--- src/rtl/unified_mem_arbiter.sv ---
// ---------------------------------------------------------------------------
// unified_mem_arbiter
//
// Shares one single-port memory between the instruction-fetch port (read only)
// and the data port (read/write). One requester is granted per cycle; the data
// port wins by default, but a fetch that has been denied MAX_WAIT cycles in a
// row is granted ahead of the data port. The memory returns read data one cycle
// after the address is presented. A registered owner tag steers that data back
// to whichever port issued the read.
//
// Ports
//   CLK, RST         clock (rising edge), synchronous active-high reset
//   I_REQ/I_ADDR     fetch request and address
//   I_GNT            fetch accepted this cycle (combinational)
//   I_VALID/I_RDATA  fetch read response, one cycle after I_GNT
//   D_REQ/D_WE       data request and direction (1 = write)
//   D_ADDR/D_WDATA   data address and write data
//   D_GNT            data access accepted this cycle (combinational)
//   D_VALID/D_RDATA  data read response, one cycle after a read grant
//   M_ADDR/M_WDATA   memory address and write data
//   M_WRITE          memory write strobe
//   M_RDATA          memory read data (one cycle latency)
//   CONFLICT_CNT     saturating count of cycles where both ports requested
// ---------------------------------------------------------------------------
module unified_mem_arbiter #(
    parameter int ADDR_W   = 32,
    parameter int DATA_W   = 32,
    parameter int MAX_WAIT = 4
) (
    input  logic              CLK,
    input  logic              RST,
    input  logic              I_REQ,
    input  logic [ADDR_W-1:0] I_ADDR,
    output logic              I_GNT,
    output logic              I_VALID,
    output logic [DATA_W-1:0] I_RDATA,
    input  logic              D_REQ,
    input  logic              D_WE,
    input  logic [ADDR_W-1:0] D_ADDR,
    input  logic [DATA_W-1:0] D_WDATA,
    output logic              D_GNT,
    output logic              D_VALID,
    output logic [DATA_W-1:0] D_RDATA,
    output logic [ADDR_W-1:0] M_ADDR,
    output logic [DATA_W-1:0] M_WDATA,
    output logic              M_WRITE,
    input  logic [DATA_W-1:0] M_RDATA,
    output logic [15:0]       CONFLICT_CNT
);

    localparam int SW = $clog2(MAX_WAIT + 1);
    localparam logic [SW-1:0] STARVE_MAX = SW'(MAX_WAIT);

    // Which port the read data arriving this cycle belongs to.
    typedef enum logic [1:0] {
        OWN_NONE = 2'd0,
        OWN_I    = 2'd1,
        OWN_D    = 2'd2
    } owner_t;

    owner_t        owner_reg,    owner_next;
    logic [SW-1:0] starve_reg,   starve_next;
    logic [15:0]   conflict_reg, conflict_next;

    logic i_gnt;
    logic d_gnt;

    // Arbitration and memory drive. Nothing is granted while reset is held so
    // that a read issued in a reset cycle can never produce a response.
    always_comb begin
        i_gnt   = 1'b0;
        d_gnt   = 1'b0;
        M_ADDR  = '0;
        M_WDATA = '0;
        M_WRITE = 1'b0;
        if (!RST) begin
            if (I_REQ && (starve_reg == STARVE_MAX)) begin
                i_gnt = 1'b1;
            end else if (D_REQ) begin
                d_gnt = 1'b1;
            end else if (I_REQ) begin
                i_gnt = 1'b1;
            end
        end
        if (i_gnt) begin
            M_ADDR = I_ADDR;
        end else if (d_gnt) begin
            M_ADDR  = D_ADDR;
            M_WDATA = D_WDATA;
            M_WRITE = D_WE;
        end
    end

    // Next-state logic for owner tag, starvation and conflict counters.
    always_comb begin
        owner_next    = OWN_NONE;
        starve_next   = '0;
        conflict_next = conflict_reg;

        if (i_gnt) begin
            owner_next = OWN_I;
        end else if (d_gnt && !D_WE) begin
            owner_next = OWN_D;
        end

        // Counter clears whenever the fetch is granted or not requesting.
        if (I_REQ && !i_gnt) begin
            starve_next = (starve_reg == STARVE_MAX) ? starve_reg : starve_reg + 1'b1;
        end

        if (I_REQ && D_REQ && (conflict_reg != 16'hFFFF)) begin
            conflict_next = conflict_reg + 16'd1;
        end
    end

    always_ff @(posedge CLK) begin
        if (RST) begin
            owner_reg    <= OWN_NONE;
            starve_reg   <= '0;
            conflict_reg <= '0;
        end else begin
            owner_reg    <= owner_next;
            starve_reg   <= starve_next;
            conflict_reg <= conflict_next;
        end
    end

    assign I_GNT        = i_gnt;
    assign D_GNT        = d_gnt;
    assign I_VALID      = (owner_reg == OWN_I);
    assign D_VALID      = (owner_reg == OWN_D);
    assign I_RDATA      = (owner_reg == OWN_I) ? M_RDATA : '0;
    assign D_RDATA      = (owner_reg == OWN_D) ? M_RDATA : '0;
    assign CONFLICT_CNT = conflict_reg;

endmodule
--- config.mk ---
export PLATFORM = sky130hd
export DESIGN_NAME = unified_mem_arbiter
export DESIGN_NICKNAME = d
export VERILOG_FILES = /design/src/rtl/unified_mem_arbiter.sv
export SDC_FILE = /design/constraint.sdc
export NUM_CORES = 1
export LEC_CHECK = 0
export ABC_AREA = 1
export BUFFER_PORTS_ARGS = -buffer_cell sky130_fd_sc_hd__clkbuf_2
export CAP_MARGIN = 20
export CORE_AREA = 4 4 107 109
export DETAILED_ROUTE_END_ITERATION = 8
export DIE_AREA = 0 0 111 113
export PLACE_DENSITY_LB_ADDON = 0.1
export REMOVE_ABC_BUFFERS = 1
export SYNTH_ARGS = -nofsm -noshare
export SYNTH_HDL_FRONTEND = slang
export SYNTH_SLANG_ARGS = --single-unit
--- constraint.sdc ---
create_clock -name CLK -period 1.2 [get_ports CLK]
set_input_delay 0 -clock CLK [delete_from_list [all_inputs] [get_ports CLK]]
set_output_delay 0 -clock CLK [all_outputs]
set_load 0.01 [all_outputs]
-- Word level (Yosys, flattened, before mapping)
Index checks and enable logic that the tools add are counted.
- flip-flop bits (word level): 21
- logic and storage cells: 37
- add/subtract/negate cells: 2
- equal/unequal tests: 4
- multiplexer cells: 17
- bitwise gates (word level): 1
- reduce and logical (&&, ||, !) cells: 9
- operator list (kind ; count):
    two-way mux 32 bit ; 6
    adder 16 x 1 -> 16 bit (second input constant) ; 1
    inequality test 16 bit (second input constant) ; 1
    two-way mux 1 bit ; 10
    logical AND 1 bit ; 5
    OR reduction 2 bit ; 2
    adder 3 x 1 -> 3 bit (second input constant) ; 1
    == test 3 bit (second input constant) ; 1
    == test 2 x 1 -> 1 bit (second input constant) ; 1
    == test 2 bit (second input constant) ; 1
    zero test 1 bit ; 2
    two-way mux 2 bit ; 1
    NOT 1 bit ; 1

-- Depth between registers and ports, before layout
- word-level depth: 8
- mapped depth: 9
- depth with buffers taken out: 9

-- Worst setup path before layout
Ideal clock, no wire load.
- kind: register -> register
- start: register conflict_reg[0] (netlist: CONFLICT_CNT[0])
- end: register conflict_reg[12] (netlist: CONFLICT_CNT[12])
- arrival time: 1.278 ns
- path slack: -0.193 ns
- cell stages (with the launch flop): 9
- period minus slack after synthesis: 1.393 ns
- cells stage by stage: dfxtp_1 -> ha_1 -> nand3_1 -> inv_2 -> nand2_1 -> nor2_1 -> nand4_1 -> nand2_1 -> nor2_1
- longest elaborated chain between the ends: 2
- ends and longest elaborated chain (item ; RTL line ; text):
    from (decl) ; 63 ; logic [15:0] conflict_reg, conflict_next;
    from (signal assigned) ; 124 ; conflict_reg <= conflict_next;
    parallel branches: the longest is 2 deep, another holds adder 16 x 1 -> 16 bit ; - ;
Several ways; the timed one is not identified.
A chain may end at the register's enable or synchronous reset.

-- Worst setup path after layout
- start: register starve_reg[1]
- end: output M_ADDR[1]
- longest elaborated chain between the ends: 6
- ends and longest elaborated chain (item ; RTL line ; text):
    from (decl) ; 62 ; logic [SW-1:0] starve_reg, starve_next;
    from (signal assigned) ; 123 ; starve_reg <= starve_next;
    == test 3 bit * ; 77 ; if (I_REQ && (starve_reg == STARVE_MAX)) begin
    logical AND 1 bit * ; 77 ;
    two-way mux 1 bit ; 77 ;
    two-way mux 1 bit ; 76 ; if (!RST) begin
    two-way mux 32 bit ; 87 ; end else if (d_gnt) begin
    two-way mux 32 bit * ; 85 ; if (i_gnt) begin
    to (decl) ; 44 ; output logic [ADDR_W-1:0] M_ADDR,
Every way passes the cells marked *; elsewhere a longest branch is shown, timed or not.

==> flow_summary.html <==
<table>
<tr><th>Metric</th><th>Value</th></tr>
<tr><th colspan="2">STA</th></tr>
<tr><td>Final-report max-slew violation count</td><td>0</td></tr>
<tr><td>Final critical-path setup slack</td><td>-425 ps</td></tr>
<tr><td>Relative slew slack</td><td>74.2%</td></tr>
<tr><td>Endpoints failing setup</td><td>144</td></tr>
<tr><td>Setup repair after global routing missed its margin</td><td>yes</td></tr>
<tr><td>Clock Skew</td><td>5.79 ps</td></tr>
<tr><td>Hold Fails Final Rpt</td><td>0</td></tr>
<tr><td>Maximum clock rate</td><td>0.616 GHz</td></tr>
<tr><td>Final min period</td><td>1620 ps</td></tr>
<tr><td>Least-Margin Pin Slew</td><td>385 ps</td></tr>
<tr><td>Hold slack final</td><td>13.3 ps</td></tr>
<tr><td>Final period util</td><td>135%</td></tr>
<tr><th colspan="2">Detailed routing</th></tr>
<tr><td>Sum of routed wire length over all layers</td><td>15.6 mm</td></tr>
<tr><td>Total iterations of the first detailed-routing run</td><td>4</td></tr>
<tr><td>Routed length per placed instance</td><td>17.8 um</td></tr>
<tr><td>Count of nets left with antenna violations after detail routing</td><td>0</td></tr>
<tr><td>Iteration-0 DRC count of the detailed router</td><td>229</td></tr>
<tr><td>Post-DR vias/cell</td><td>4.41</td></tr>
<tr><td>Overall via count from detail_route</td><td>3867</td></tr>
<tr><td>DRC viols</td><td>0</td></tr>
<tr><th colspan="2">Pwr</th></tr>
<tr><td>Maximum vdd drop</td><td>0.000376 V</td></tr>
<tr><td>Total power after layout</td><td>0.00251 W</td></tr>
<tr><td>Power density over the cells</td><td>436 mW/mm^2</td></tr>
<tr><td>Lkg Pwr</td><td>3.14 nW</td></tr>
<tr><th colspan="2">Floorplanning</th></tr>
<tr><td>Row count</td><td>38</td></tr>
<tr><td>Number of top-level design ports</td><td>282</td></tr>
<tr><td>Overall die area</td><td>0.0125 mm^2</td></tr>
<tr><td>Die outline height</td><td>113 um</td></tr>
<tr><td>Area of the core region</td><td>0.0106 mm^2</td></tr>
<tr><td>Die width</td><td>111 um</td></tr>
<tr><td>Effective utilization at floorplan</td><td>20.8%</td></tr>
<tr><th colspan="2">Final layout</th></tr>
<tr><td>Final #Nets</td><td>872</td></tr>
<tr><td>Area Overhead vs Synth</td><td>161%</td></tr>
<tr><td>Number of flip-flops in the largest register</td><td>16</td></tr>
<tr><td>Final cell count without fillers</td><td>877</td></tr>
<tr><td>Post-Route Utilization</td><td>54.3%</td></tr>
<tr><td>Proportion of layout cells with a drive suffix above 1</td><td>68.7%</td></tr>
<tr><td>Fill cells</td><td>987</td></tr>
<tr><th colspan="2">Outcome</th></tr>
<tr><td>Violated checks</td><td>negative setup slack</td></tr>
<tr><td>Result of the run</td><td>finished with violations</td></tr>
<tr><th colspan="2">Clocking</th></tr>
<tr><td>CTS tree</td><td>yes</td></tr>
<tr><td>Number of buffers created by CTS</td><td>3</td></tr>
<tr><td>Clock transition at the register clock pins on the worst setup and hold paths after CTS</td><td>90 ps</td></tr>
<tr><td>Clock root buffer</td><td>clkbuf_8</td></tr>
<tr><td>Clock H-tree levels</td><td>1</td></tr>
<tr><td>Clk sink count</td><td>21</td></tr>
<tr><td>Clock latency on the worst-skew pair</td><td>270 ps</td></tr>
<tr><td>Longest Clk Path Bufs</td><td>2</td></tr>
<tr><th colspan="2">Synthesis</th></tr>
<tr><td>Total number of yosys warnings</td><td>0</td></tr>
<tr><td>Top-area cell type share of the netlist area</td><td>23.5%</td></tr>
<tr><td>Adder-cell share of the synthesized area</td><td>1.70%</td></tr>
<tr><td>Top cells by area in the synthesized netlist</td><td>nor2_1 (23%), dfxtp_1 (19%), inv_1 (15%), a22o_1 (13%), nand2_1 (7.3%)</td></tr>
<tr><td>Dominant combinational cell family by area after synthesis</td><td>simple AND/OR/NAND/NOR gates</td></tr>
<tr><td>Mux share of post-synthesis cell area</td><td>0%</td></tr>
<tr><td>Area share of xor/xnor cells in the synthesized design</td><td>0.397%</td></tr>
<tr><td>Count of different cell masters after synthesis</td><td>24</td></tr>
<tr><td>Post-synthesis compound-gate area fraction</td><td>15.9%</td></tr>
<tr><td>Cell count after synthesis</td><td>397</td></tr>
<tr><td>Number of register bits inferred by synthesis</td><td>21</td></tr>
<tr><td>Summed instance area of the synthesized netlist</td><td>0.00220 mm^2</td></tr>
<tr><td>Syn Area/Cell</td><td>5.55 um^2</td></tr>
<tr><td>EDFF count, synth</td><td>0</td></tr>
<tr><td>Most used standard cell by instance count after synthesis</td><td>nor2_1</td></tr>
<tr><td>Async SR Flop Fraction</td><td>0%</td></tr>
<tr><td>Area fraction in and, or, nand and nor cells after synthesis</td><td>41.7%</td></tr>
<tr><td>Sequential cell area fraction in the yosys report</td><td>19.1%</td></tr>
<tr><td>Library cell occupying the most area in the post-synthesis netlist</td><td>nor2_1</td></tr>
<tr><td>Most frequently used flop master after synthesis</td><td>dfxtp_1</td></tr>
<tr><td>Commonest cells in the synthesized netlist</td><td>nor2_1 (138), inv_1 (88), nand2_1 (43)</td></tr>
<tr><th colspan="2">Place</th></tr>
<tr><td>Placed instance count</td><td>844</td></tr>
<tr><td>Final estimated routing congestion in global placement</td><td>0.886</td></tr>
<tr><td>Number of buffer cells added on primary ports</td><td>281</td></tr>
<tr><td>Post-detailed-placement half-perimeter wirelength</td><td>11.3 mm</td></tr>
<tr><td>Setup slack after placement</td><td>-240 ps</td></tr>
<tr><th colspan="2">Global route</th></tr>
<tr><td>Maximum number of pins on one net before global-route repair</td><td>34</td></tr>
<tr><td>GR Util All Layers</td><td>21.1%</td></tr>
<tr><td>Antenna violations before repair</td><td>4</td></tr>
<tr><td>Gr busiest metal</td><td>met1</td></tr>
<tr><td>Vias in the first global route</td><td>3587</td></tr>
<tr><td>GR met1 Demand/Resource</td><td>31.4%</td></tr>
<tr><td>Met3 Track Usage GR</td><td>5.94%</td></tr>
<tr><td>Total global routing overflow</td><td>0</td></tr>
<tr><td>First-pass GRT wire length</td><td>20.9 mm</td></tr>
<tr><td>Met2 Use GR</td><td>30.6%</td></tr>
<tr><th colspan="2">Setup path</th></tr>
<tr><td>Type of destination of the critical path</td><td>output pin</td></tr>
<tr><td>Required time of the worst setup path</td><td>1200 ps</td></tr>
<tr><td>Critical path type</td><td>reg2out</td></tr>
<tr><td>Element type at the critical path start</td><td>flip-flop</td></tr>
<tr><td>Critical-path maximum fanout</td><td>9</td></tr>
<tr><td>Crit path DAT</td><td>1620 ps</td></tr>
<tr><th colspan="2">Worst hold path</th></tr>
<tr><td>Hold WC Path Type</td><td>in2reg</td></tr>
<tr><th colspan="2">Job</th></tr>
<tr><td>MaxCap Viol Count</td><td>0</td></tr>
</table>
==> cells by family after synthesis <==
logic type | count (synthesis)
AND/OR/NAND/NOR | 215
AO/OA/AOI/OAI | 45
flip-flops | 21
XOR/XNOR | 1
buffers and inverters | 112
adder cells (fa/ha/maj) | 3
==> worst paths after layout <==
kind | start | to | slack [ps] | depth (start not counted)
worst min register to register | starve_reg[0]$_SDFFE_PP0P_ | starve_reg[0]$_SDFFE_PP0P_ | 510 | 2
worst max-delay path | starve_reg[1]$_SDFFE_PP0P_ | M_ADDR[1] | -420 | 10
worst max register to register | starve_reg[1]$_SDFFE_PP0P_ | starve_reg[1]$_SDFFE_PP0P_ | -170 | 9
worst min-delay path | RST | CONFLICT_CNT[3]$_SDFFE_PP0P_ | 10 | 4
==> worst max-delay path, cell delays in order (launching register included) <==
cell      delay (ps)
dfxtp_2          350
inv_2             40
ha_4             150
nand2_4           80
clkinv_4          50
nand2_4           70
nand2_8           70
inv_8            100
buf_12           130
a22o_1           160
clkbuf_2         140
==> cell type report <==
| class | instances | area (um^2) | area share [%] |
|---|---|---|---|
| sequential | 21 | 439 | 7.63 |
| multi-input combinational | 264 | 2100 | 36.4 |
| tap | 140 | 175 | 3.04 |
| timing repair buffer | 352 | 2620 | 45.5 |
| inverter | 94 | 380 | 6.60 |
| clock buffer | 4 | 45.0 | 0.782 |
| antenna | 2 | 5.00 | 0.0869 |
==> routing by layer <==
layer	vias to the layer above	wire [um]
met5	-	21
met4	4	427
met3	32	1580
met2	200	6750
met1	1749	6810
li1	1882	-
==> where the power goes <==
part | internal [W] | switching [W] | total (W) | leakage, nW
logic | 0.000617 | 0.000682 | 0.00130 | 2.94
clock network | 0.000237 | 0.000259 | 0.000496 | 0.0228
registers | 0.000703 | 0.00000994 | 0.000713 | 0.175
total | 0.00156 | 0.000951 | 0.00251 | 3.14
==> timing repair <==
action / 4_1_cts / 5_1_grt
hold endpoints to repair: 1 / 0
buffers inserted: 13 / 6
setup endpoints to repair: 118 / 152
gates cloned: 9 / 4
pin swaps: 17 / 19
gates resized for setup: 166 / 232
hold buffers: 1 / 0
==> cells in the final DEF (no fill, tap or decap), types with 7 or more instances in the layout <==
cell,instances
buf_4,42
nor2_1,48
buf_12,7
nand2_1,33
a21oi_2,7
nand2_2,9
inv_1,84
dfxtp_1,12
buf_6,70
nand3_2,8
nand3_1,8
nor2_2,20
a22o_1,32
nor2_4,73
clkbuf_2,203
buf_2,19
==> through the flow <==
stage	area, um^2	TNS, ps
after detailed placement	4060	-14580
final	5760	-28270
after global placement	4060	-13510
after CTS	4980	-28990
after floorplan	2090	-19160
after global routing	5760	-38300
No activity file was read; power rests on OpenSTA's default activity.
